===== src/rtl/uart_imem_loader.sv =====
// uart_imem_loader
//
// Boot-time sequencer that sits between the UART receiver and the
// instruction memory. Received bytes are packed little-endian into 32-bit
// words and written to consecutive imem word addresses. The core is held in
// reset until the host sends END_COUNT consecutive END_WORD terminators.
// After that, write_done rises and cpu_rst falls.
//
// Ports:
//   clk            system clock
//   resetn         asynchronous active-low reset
//   uart_rx_valid  one-cycle pulse, uart_rx_data holds a received byte
//   uart_rx_data   received byte
//   uart_rx_break  BREAK on the line; restarts the load from address 0
//   imem_we        imem write strobe, one cycle per completed word
//   imem_addr      imem word address (held between writes)
//   imem_wdata     imem write data (held between writes)
//   cpu_rst        active-high core reset, high while loading
//   write_done     program loaded, core running
//   load_err       sticky, program did not fit in DEPTH words

module uart_imem_loader #(
  parameter int          ADDR_W      = 8,
  parameter int          DEPTH       = 256,
  parameter logic [31:0] END_WORD    = 32'hFFFF_FFFF,
  parameter int          END_COUNT   = 2,
  parameter int          TIMEOUT_CYC = 1000000
) (
  input  logic              clk,
  input  logic              resetn,
  input  logic              uart_rx_valid,
  input  logic [7:0]        uart_rx_data,
  input  logic              uart_rx_break,
  output logic              imem_we,
  output logic [ADDR_W-1:0] imem_addr,
  output logic [31:0]       imem_wdata,
  output logic              cpu_rst,
  output logic              write_done,
  output logic              load_err
);

  localparam int CNT_W = $clog2(END_COUNT + 1);
  localparam int TMR_W = $clog2(TIMEOUT_CYC + 1);

  typedef enum logic {
    LOAD,
    DONE
  } state_t;

  state_t state, state_nxt;

  logic [1:0]       byte_cnt;
  logic [23:0]      word_buf;
  // One bit wider than imem_addr so that addr can reach DEPTH when
  // DEPTH == 2**ADDR_W and the overflow condition is still visible.
  logic [ADDR_W:0]  addr;
  logic [CNT_W-1:0] end_cnt;
  logic [TMR_W-1:0] idle_tmr;
  logic             done_pend;

  logic             accept;
  logic             word_full;
  logic [31:0]      full_word;
  logic             is_end;
  logic [CNT_W-1:0] end_cnt_nxt;
  logic             room;
  logic             timeout;

  // Break outranks byte acceptance, which outranks the idle timeout.
  assign accept      = (state == LOAD) && uart_rx_valid && !uart_rx_break;
  assign word_full   = accept && (byte_cnt == 2'd3);
  assign full_word   = {uart_rx_data, word_buf};
  assign is_end      = (full_word == END_WORD);
  assign end_cnt_nxt = is_end ? end_cnt + CNT_W'(1) : '0;
  assign room        = (addr < (ADDR_W + 1)'(DEPTH));
  assign timeout     = (state == LOAD) && (byte_cnt != 2'd0) && !uart_rx_valid &&
                       !uart_rx_break && (idle_tmr == TMR_W'(TIMEOUT_CYC - 1));

  // State register.
  always_ff @(posedge clk or negedge resetn) begin
    if (!resetn) begin
      state <= LOAD;
    end else begin
      state <= state_nxt;
    end
  end

  // Next state and core-control outputs. done_pend is raised on the edge
  // that schedules the final write (or drops an overflowing word), so the
  // move to DONE lands one cycle after that write strobe.
  always_comb begin
    state_nxt  = state;
    cpu_rst    = 1'b1;
    write_done = 1'b0;
    case (state)
      LOAD: begin
        if (done_pend) state_nxt = DONE;
      end
      DONE: begin
        cpu_rst    = 1'b0;
        write_done = 1'b1;
      end
      default: state_nxt = LOAD;
    endcase
    if (uart_rx_break) state_nxt = LOAD;
  end

  // Byte assembly, word write, termination, overflow and idle timeout.
  // The fourth byte is not stored in word_buf. It goes straight into
  // imem_wdata together with the three buffered lanes, so the write strobe
  // appears in the very next cycle.
  always_ff @(posedge clk or negedge resetn) begin
    if (!resetn) begin
      byte_cnt   <= 2'd0;
      word_buf   <= '0;
      addr       <= '0;
      end_cnt    <= '0;
      idle_tmr   <= '0;
      done_pend  <= 1'b0;
      imem_we    <= 1'b0;
      imem_addr  <= '0;
      imem_wdata <= '0;
      load_err   <= 1'b0;
    end else begin
      imem_we   <= 1'b0;
      done_pend <= 1'b0;
      if (uart_rx_break) begin
        byte_cnt <= 2'd0;
        addr     <= '0;
        end_cnt  <= '0;
        idle_tmr <= '0;
        load_err <= 1'b0;
      end else if (accept) begin
        idle_tmr <= '0;
        byte_cnt <= byte_cnt + 2'd1;
        case (byte_cnt)
          2'd0: word_buf[7:0]   <= uart_rx_data;
          2'd1: word_buf[15:8]  <= uart_rx_data;
          2'd2: word_buf[23:16] <= uart_rx_data;
          default: begin
            if (word_full && room) begin
              imem_we    <= 1'b1;
              imem_addr  <= addr[ADDR_W-1:0];
              imem_wdata <= full_word;
              addr       <= addr + (ADDR_W + 1)'(1);
              end_cnt    <= end_cnt_nxt;
              if (end_cnt_nxt == CNT_W'(END_COUNT)) done_pend <= 1'b1;
            end else begin
              load_err  <= 1'b1;
              done_pend <= 1'b1;
            end
          end
        endcase
      end else if (timeout) begin
        // Partial word is abandoned. addr and end_cnt are left alone.
        byte_cnt <= 2'd0;
        idle_tmr <= '0;
      end else if ((state == LOAD) && (byte_cnt != 2'd0)) begin
        idle_tmr <= idle_tmr + TMR_W'(1);
      end else begin
        idle_tmr <= '0;
      end
    end
  end

endmodule


===== config.mk =====
export PLATFORM = sky130hd
export DESIGN_NAME = uart_imem_loader
export DESIGN_NICKNAME = d
export VERILOG_FILES = /design/src/rtl/uart_imem_loader.sv
export SDC_FILE = /design/constraint.sdc
export NUM_CORES = 1
export LEC_CHECK = 0
export ABC_AREA = 1
export CORE_AREA = 2 2 88 90
export CTS_BUF_LIST = sky130_fd_sc_hd__clkbuf_2 sky130_fd_sc_hd__clkbuf_4 sky130_fd_sc_hd__clkbuf_8
export CTS_CLUSTER_DIAMETER = 30
export DETAILED_ROUTE_END_ITERATION = 10
export DIE_AREA = 0 0 90 92
export PLACE_DENSITY_LB_ADDON = 0.3
export SLEW_MARGIN = 10
export SYNTH_ARGS = -nofsm -noshare
export SYNTH_HDL_FRONTEND = slang
export SYNTH_SLANG_ARGS = --single-unit

===== constraint.sdc =====
create_clock -name clk -period 3.85 [get_ports clk]
set_input_delay 0.77 -clock clk [delete_from_list [all_inputs] [get_ports clk]]
set_output_delay 0.77 -clock clk [all_outputs]
set_load 0.05 [all_outputs]

==> results.sh, run 1 <==
export IMPL_run_status="finished, final reports clean"
export IMPL_antenna_found_initial=0
export IMPL_grt_max_degree=89
export IMPL_worstHoldPathType="in -> async"
export IMPL_synthTopCellsByArea="dfrtp_1 (56%), nand2_1 (16%), o21ai_0 (4.2%)"
export IMPL_first_pass_iters=4
export IMPL_ir_drop_uv=191.1
export IMPL_yosysWarnings=0
export IMPL_power_density_nw_per_um2=380.8
export IMPL_start_util_pct=60.15
export IMPL_yosysSeqAreaShare_pct=56.42
export IMPL_yosysUniqueCellTypes=27
export IMPL_grt_overflow=0
export IMPL_die_area_um2=8280
export IMPL_end_kind="output pin"
export IMPL_worst_setup_path_type="reg -> out"
export IMPL_synth_edff_count=0
export IMPL_cts_max_path_buffers=2
export IMPL_worst_setup_path_start_kind="register"
export IMPL_synth_main_ff_cell="dfrtp_1"
export IMPL_drt_antenna_violating_nets=0
export IMPL_hold_slack_ps=288.1
export IMPL_area_delta_synth_final_pct=18.30
export IMPL_period_needed_ps=2450
export IMPL_synth_top_area_share_pct=56.42
export IMPL_die_h_um=92
export IMPL_min_period_over_period_pct=63.63
export IMPL_rsz0062_at_grt="no"
export IMPL_max_freq_ghz=0.4082
export IMPL_grt_usage_pct=23.45
export IMPL_route_detailed_drc=0
export IMPL_drt_iter0_drc=213
export IMPL_switching_share_pct=25.31
export IMPL_cts_num_sinks=101
export IMPL_p_comb_share_pct=7.6
export IMPL_clkPwrFrac_pct=33.3
export IMPL_setup_violations=0
export IMPL_clockRootBuffer="clkbuf_8"
export IMPL_finalWirelength_um=8877
export IMPL_drive_above_1_share_pct=7.414
export IMPL_clock_skew_final_ps=8.151
export IMPL_p_int_uw=1507
export IMPL_nets=595
export IMPL_grt_pass1_vias=3354
export IMPL_async_flop_share_pct=100.0
export IMPL_ys_seq_elements=101
export IMPL_drv_slew=0
export IMPL_relSlewSlack_pct=44.13
export IMPL_yosysTopAreaCell="dfrtp_1"
export IMPL_io_buffer_count=55
export IMPL_synth_nets=539
export IMPL_path_clk_slew_ps=90
export IMPL_vias=3418
export IMPL_syn_area_per_cell_um2=8.614
export IMPL_numCtsBuffers=9
export IMPL_clk_latency_ps=360
export IMPL_synthCells=520
export IMPL_postCtsSetupBuffers=0
export IMPL_p_sw_uw=510.8
export IMPL_rows=32
export IMPL_gp_congestion=0.8997
export IMPL_fill_cells=605
export IMPL_fp_dieW_um=90
export IMPL_tritoncts="yes"
export IMPL_cts_max_level=3
export IMPL_hold_viol=0
export IMPL_cp_max_fo=4
export IMPL_hpwlAfterDp_um=6275
export IMPL_n_antenna_cell=0
export IMPL_wl_per_cell_um=13.02
export IMPL_tightest_slew_ps=836.8
export IMPL_syn_area_um2=4479
export IMPL_core_area_um2=7447
export IMPL_num_io_pins=56
export IMPL_pwr_share_seq_pct=59.1
export IMPL_cts_hold_buffers_added=0
export IMPL_routed_via_density=5.012
export IMPL_p_leak_uw=0.002455
export IMPL_cts_resized=0
export IMPL_cp_arrival_ps=1680
export IMPL_grt_pass1_wl_um=15460
export IMPL_drv_cap=0
export IMPL_setup_tns_ps=0
export IMPL_required_ps=3080
through the flow:
stage / worst slack [ps] / cell area [um^2] / total power [uW] / utilization [%] / instances
detailed placement: 1079 / 5074 / 1364 / 68.13 / 666
finish: 1400 / 5299 / 2018 / 71.15 / 682
global route: 1180 / 5299 / 2106 / 71.15 / 682
global placement: 1172 / 5074 / 1352 / 68.13 / 666
CTS: 1385 / 5271 / 2023 / 70.78 / 681
floorplan: 2005 / 4479 / 1293 / - / 520
cells in the final DEF (no fill, tap or decap), types with 7 or more instances in the layout:
master / count
nor2_1: 49
xor2_1: 11
clkdlybuf4s50_1: 54
nor2_2: 12
clkbuf_8: 10
inv_1: 41
nand3_1: 17
o21ai_0: 38
dfrtp_1: 101
o21ai_1: 11
nand2_1: 186
nor3_1: 8
ha_1: 7
critical path: stages, from the launching register on:
cell and delay [ps]:
dfrtp_1 440, inv_2 70, clkdlybuf4s50_1 810
final cells by class:
cell class	count	area, um^2	share of cell area (%)
clock buffers	10	137.6	2.597
clock inverters	5	60.06	1.133
inverters	45	168.9	3.188
multi-input cells	360	1679	31.69
flip-flops and latches	101	2527	47.70
well taps	102	127.6	2.408
repair buffers	59	598.1	11.29
state kept, by name, summed over array words and instances (netlist names):
name	flops
imem_wdata	32
done_pend	1
addr	9
word_buf	24
imem_we	1
state	1
end_cnt	2
imem_addr	8
idle_tmr	20
load_err	1
byte_cnt	2
power by group through the flow:
stage               combinational, uW  sequential [uW]  clock [uW]
floorplan                        88.6             1200           0
finish                            153             1190         671
global placement                  143             1210           0
CTS                               153             1190         679
global route                      182             1210         719
detailed placement                152             1210           0
cells in the mapped netlist (all sizes together) (4+ instances only):
| library cell | number |
|---|---|
| xnor2 | 4 |
| nor3 | 9 |
| inv | 45 |
| o21ai | 49 |
| xor2 | 11 |
| nand3 | 19 |
| nor2 | 63 |
| ha | 7 |
| nand4 | 4 |
| buf | 13 |
| nand2 | 188 |
| dfrtp | 101 |
| a21oi | 4 |
metal layers:
| layer | GRT usage [%] | up-vias | share of wire (%) |
|---|---|---|---|
| met4 | 8.462 | 0 | 1.6 |
| met3 | 4.437 | 13 | 4.0 |
| met2 | 38.22 | 69 | 48 |
| met5 | 0 | - | 0 |
| li1 | - | 1726 | - |
| met1 | 31.80 | 1610 | 46 |
final timing paths:
kind	start	slack [ps]	depth (start not counted)	endpoint
setup / recovery	state$_DFF_PN0_	1400	2	cpu_rst
hold / removal	resetn	290	1	idle_tmr[8]$_DFF_PN0_
setup reg to reg	byte_cnt[0]$_DFFE_PN0P_	1920	6	imem_wdata[27]$_DFFE_PN0P_
hold reg to reg	idle_tmr[0]$_DFF_PN0_	470	1	idle_tmr[0]$_DFF_PN0_
max in group asynchronous	resetn	2820	3	idle_tmr[17]$_DFF_PN0_
min in group clk	idle_tmr[0]$_DFF_PN0_	470	1	idle_tmr[0]$_DFF_PN0_
cell families (layout without fill, tap and decap cells):
| group | count (synthesis) | count (layout) | share of synthesized area, % |
|---|---|---|---|
| simple gates | 284 | 284 | 26.45 |
| flops | 101 | 101 | 56.42 |
| buf+inv | 59 | 119 | 6.089 |
| compound gates | 53 | 53 | 5.922 |
| xor+xnor | 15 | 15 | 2.933 |
| fa+ha+maj | 7 | 7 | 1.955 |
| mux | 1 | 1 | 0.2235 |
No activity file was read; power rests on OpenSTA's default activity.
==> run 2, diff against run 1 <==
- CORE_AREA: 2 2 88 90 -> 2 2 96 98
- DIE_AREA: 0 0 90 92 -> 0 0 98 100
- clock period: 3.85 -> 2.1 ns (I/O delays scaled with it)
==> run 2 against run 1 <==
Effect of this change: setup slack lost 1300 ps; power is 92% higher; flip-flop and latch count is the same; utilization decreased by 10 points; clock skew is 7.9 ps higher; non-clock buffer count is 7 higher; critical path depth down 1; clock-buffer cell count decreased by 1; largest cell class unchanged.
==> results.sh, run 2 (synthesis results as in run 1) <==
export IMPL_rr_endpoint="idle_tmr[17]$_DFF_PN0_"
export IMPL_wl_per_cell_um=13.23
export IMPL_nets=602
export IMPL_p_leak_uw=0.002519
export IMPL_largest_reg_flops=32
export IMPL_crit_path_cell_trace="clkdlybuf4s50_1"
export IMPL_power_density_nw_per_um2=717.9
export IMPL_cp_arrival_ps=1590
export IMPL_drv_slew=0
export IMPL_rsz0062_at_grt="no"
export IMPL_mostFrequentLayoutCells="nand2_1 (186), dfrtp_1 (101), clkdlybuf4s50_1 (52)"
export IMPL_placed_area_um2=5167
export IMPL_worst_setup_path_type="reg -> out"
export IMPL_cpPeakStageDelay_ps=830
export IMPL_worst_setup_path_start_kind="register"
export IMPL_route_detailed_drc=0
export IMPL_grt_pass1_wl_um=15850
export IMPL_rr_worst_depth=8
export IMPL_period_needed_ps=2007
export IMPL_hpwlAfterDp_um=6514
export IMPL_tightest_slew_ps=536.1
export IMPL_critical_path_cell_count=1
export IMPL_grt_overflow=0
export IMPL_drt_antenna_violating_nets=0
export IMPL_relSlewSlack_pct=64.26
export IMPL_drv_cap=0
export IMPL_setup_tns_ps=0
export IMPL_postCtsSetupBuffers=0
export IMPL_path_clk_slew_ps=110
export IMPL_grt_pass1_vias=3405
export IMPL_fp_dieW_um=98
export IMPL_mostFrequentLayoutCell="nand2_1"
export IMPL_clock_skew_final_ps=16.05
export IMPL_rows=35
export IMPL_num_io_pins=56
export IMPL_setup_worst_path_end="imem_addr[0]"
export IMPL_regToRegStartpoint="byte_cnt[0]$_DFFE_PN0P_"
export IMPL_hold_viol=0
export IMPL_crit_slowest_cell="clkdlybuf4s50_1"
export IMPL_grt_usage_pct=20.15
export IMPL_max_freq_ghz=0.4983
export IMPL_first_pass_iters=5
export IMPL_cp_max_fo=2
export IMPL_cp_num_buf_inv=1
export IMPL_run_status="finished, final reports clean"
export IMPL_clockRootBuffer="clkbuf_8"
export IMPL_fin_area_um2=5398
export IMPL_grt_max_degree=102
export IMPL_clk_latency_ps=380
export IMPL_cp_top_family="buffers and inverters"
export IMPL_cts_num_sinks=101
export IMPL_tritoncts="yes"
export IMPL_top_register="imem_wdata"
export IMPL_top_regs="imem_wdata x32, word_buf x24, idle_tmr x20"
export IMPL_routed_via_density=4.970
export IMPL_gp_congestion=0.8970
export IMPL_area_delta_synth_final_pct=20.50
export IMPL_start_util_pct=50.39
export IMPL_finalWirelength_um=9251
export IMPL_end_kind="output pin"
export IMPL_min_period_over_period_pct=95.56
export IMPL_drive_above_1_share_pct=8.844
export IMPL_core_area_um2=8890
export IMPL_antenna_found_initial=0
export IMPL_cts_max_path_buffers=2
export IMPL_io_buffer_count=55
export IMPL_vias=3474
export IMPL_required_ps=1680
export IMPL_die_area_um2=9800
export IMPL_drt_iter0_drc=231
export IMPL_n_antenna_cell=0
export IMPL_cts_max_level=3
export IMPL_setup_violations=0
export IMPL_critPathLaunch="imem_addr[0]$_DFFE_PN0P_"
export IMPL_hold_slack_ps=61.36
export IMPL_die_h_um=100
export IMPL_ir_drop_uv=453.5
export IMPL_rrSetupSlack_ps=410
export IMPL_numCtsBuffers=9
export IMPL_worstHoldPathType="in -> async"
[run 2: layout make-up]
type	instances	area (um^2)
timing repair buffer	66	655.6
fill	783	3492
multi-input combinational	360	1679
inverter	45	168.9
clock buffer	9	123.9
sequential	101	2527
clock inverter	7	103.9
tap	111	138.9
[run 2: routing by layer]
metal  share of wire, %  wire [um]  vias to the layer above  global-route usage (%)
met2                 47       4324                       76                   31.82
met5                  0          0                        -                       0
met4                1.4        125                        0                   6.303
met1                 47       4363                     1651                   27.69
met3                4.7        437                       12                   5.223
li1                   -          -                     1735                       -
[run 2: repair_timing]
item | 4_1_cts | 5_1_grt
endpoints found under the setup margin | 0 | 1
hold buffers | 0 | 0
resized for setup | 0 | 1
endpoints found under the hold margin | 0 | 0
[run 2: worst min-delay path by stage]
stage                                   endpoint                  start  slack, ps
after detailed placement   idle_tmr[0]$_DFF_PN0_  idle_tmr[0]$_DFF_PN0_        460
final                     idle_tmr[16]$_DFF_PN0_                 resetn         60
after floorplan              addr[0]$_DFFE_PN0P_                 resetn        120
after global routing       idle_tmr[8]$_DFF_PN0_                 resetn        110
after CTS                    addr[2]$_DFFE_PN0P_                 resetn        110
after global placement     idle_tmr[0]$_DFF_PN0_  idle_tmr[0]$_DFF_PN0_        450
[run 2: stage by stage]
step	util [%]	setup slack (ps)	cells	total power (uW)
2_1_floorplan	-	255.2	520	2370
3_3_place_gp	58.13	206.0	683	2499
3_5_place_dp	58.13	139.0	683	2515
4_1_cts	60.69	21.17	699	3902
5_1_grt	60.72	40.30	699	4041
6_report	60.72	93.30	699	3875
[run 2: report_power, final]
part | leakage, uW | internal, uW | total (uW) | switching (uW)
Sequential | 0.00138 | 2080 | 2190 | 114
Clock | 0.000108 | 688 | 1400 | 711
Combinational | 0.00103 | 109 | 285 | 175
==> run 3, diff against run 2 <==
- CTS_CLUSTER_DIAMETER: 30 -> 150
==> results of run 3 <==
Final layout, timing and power as in run 2 (identical DEF).
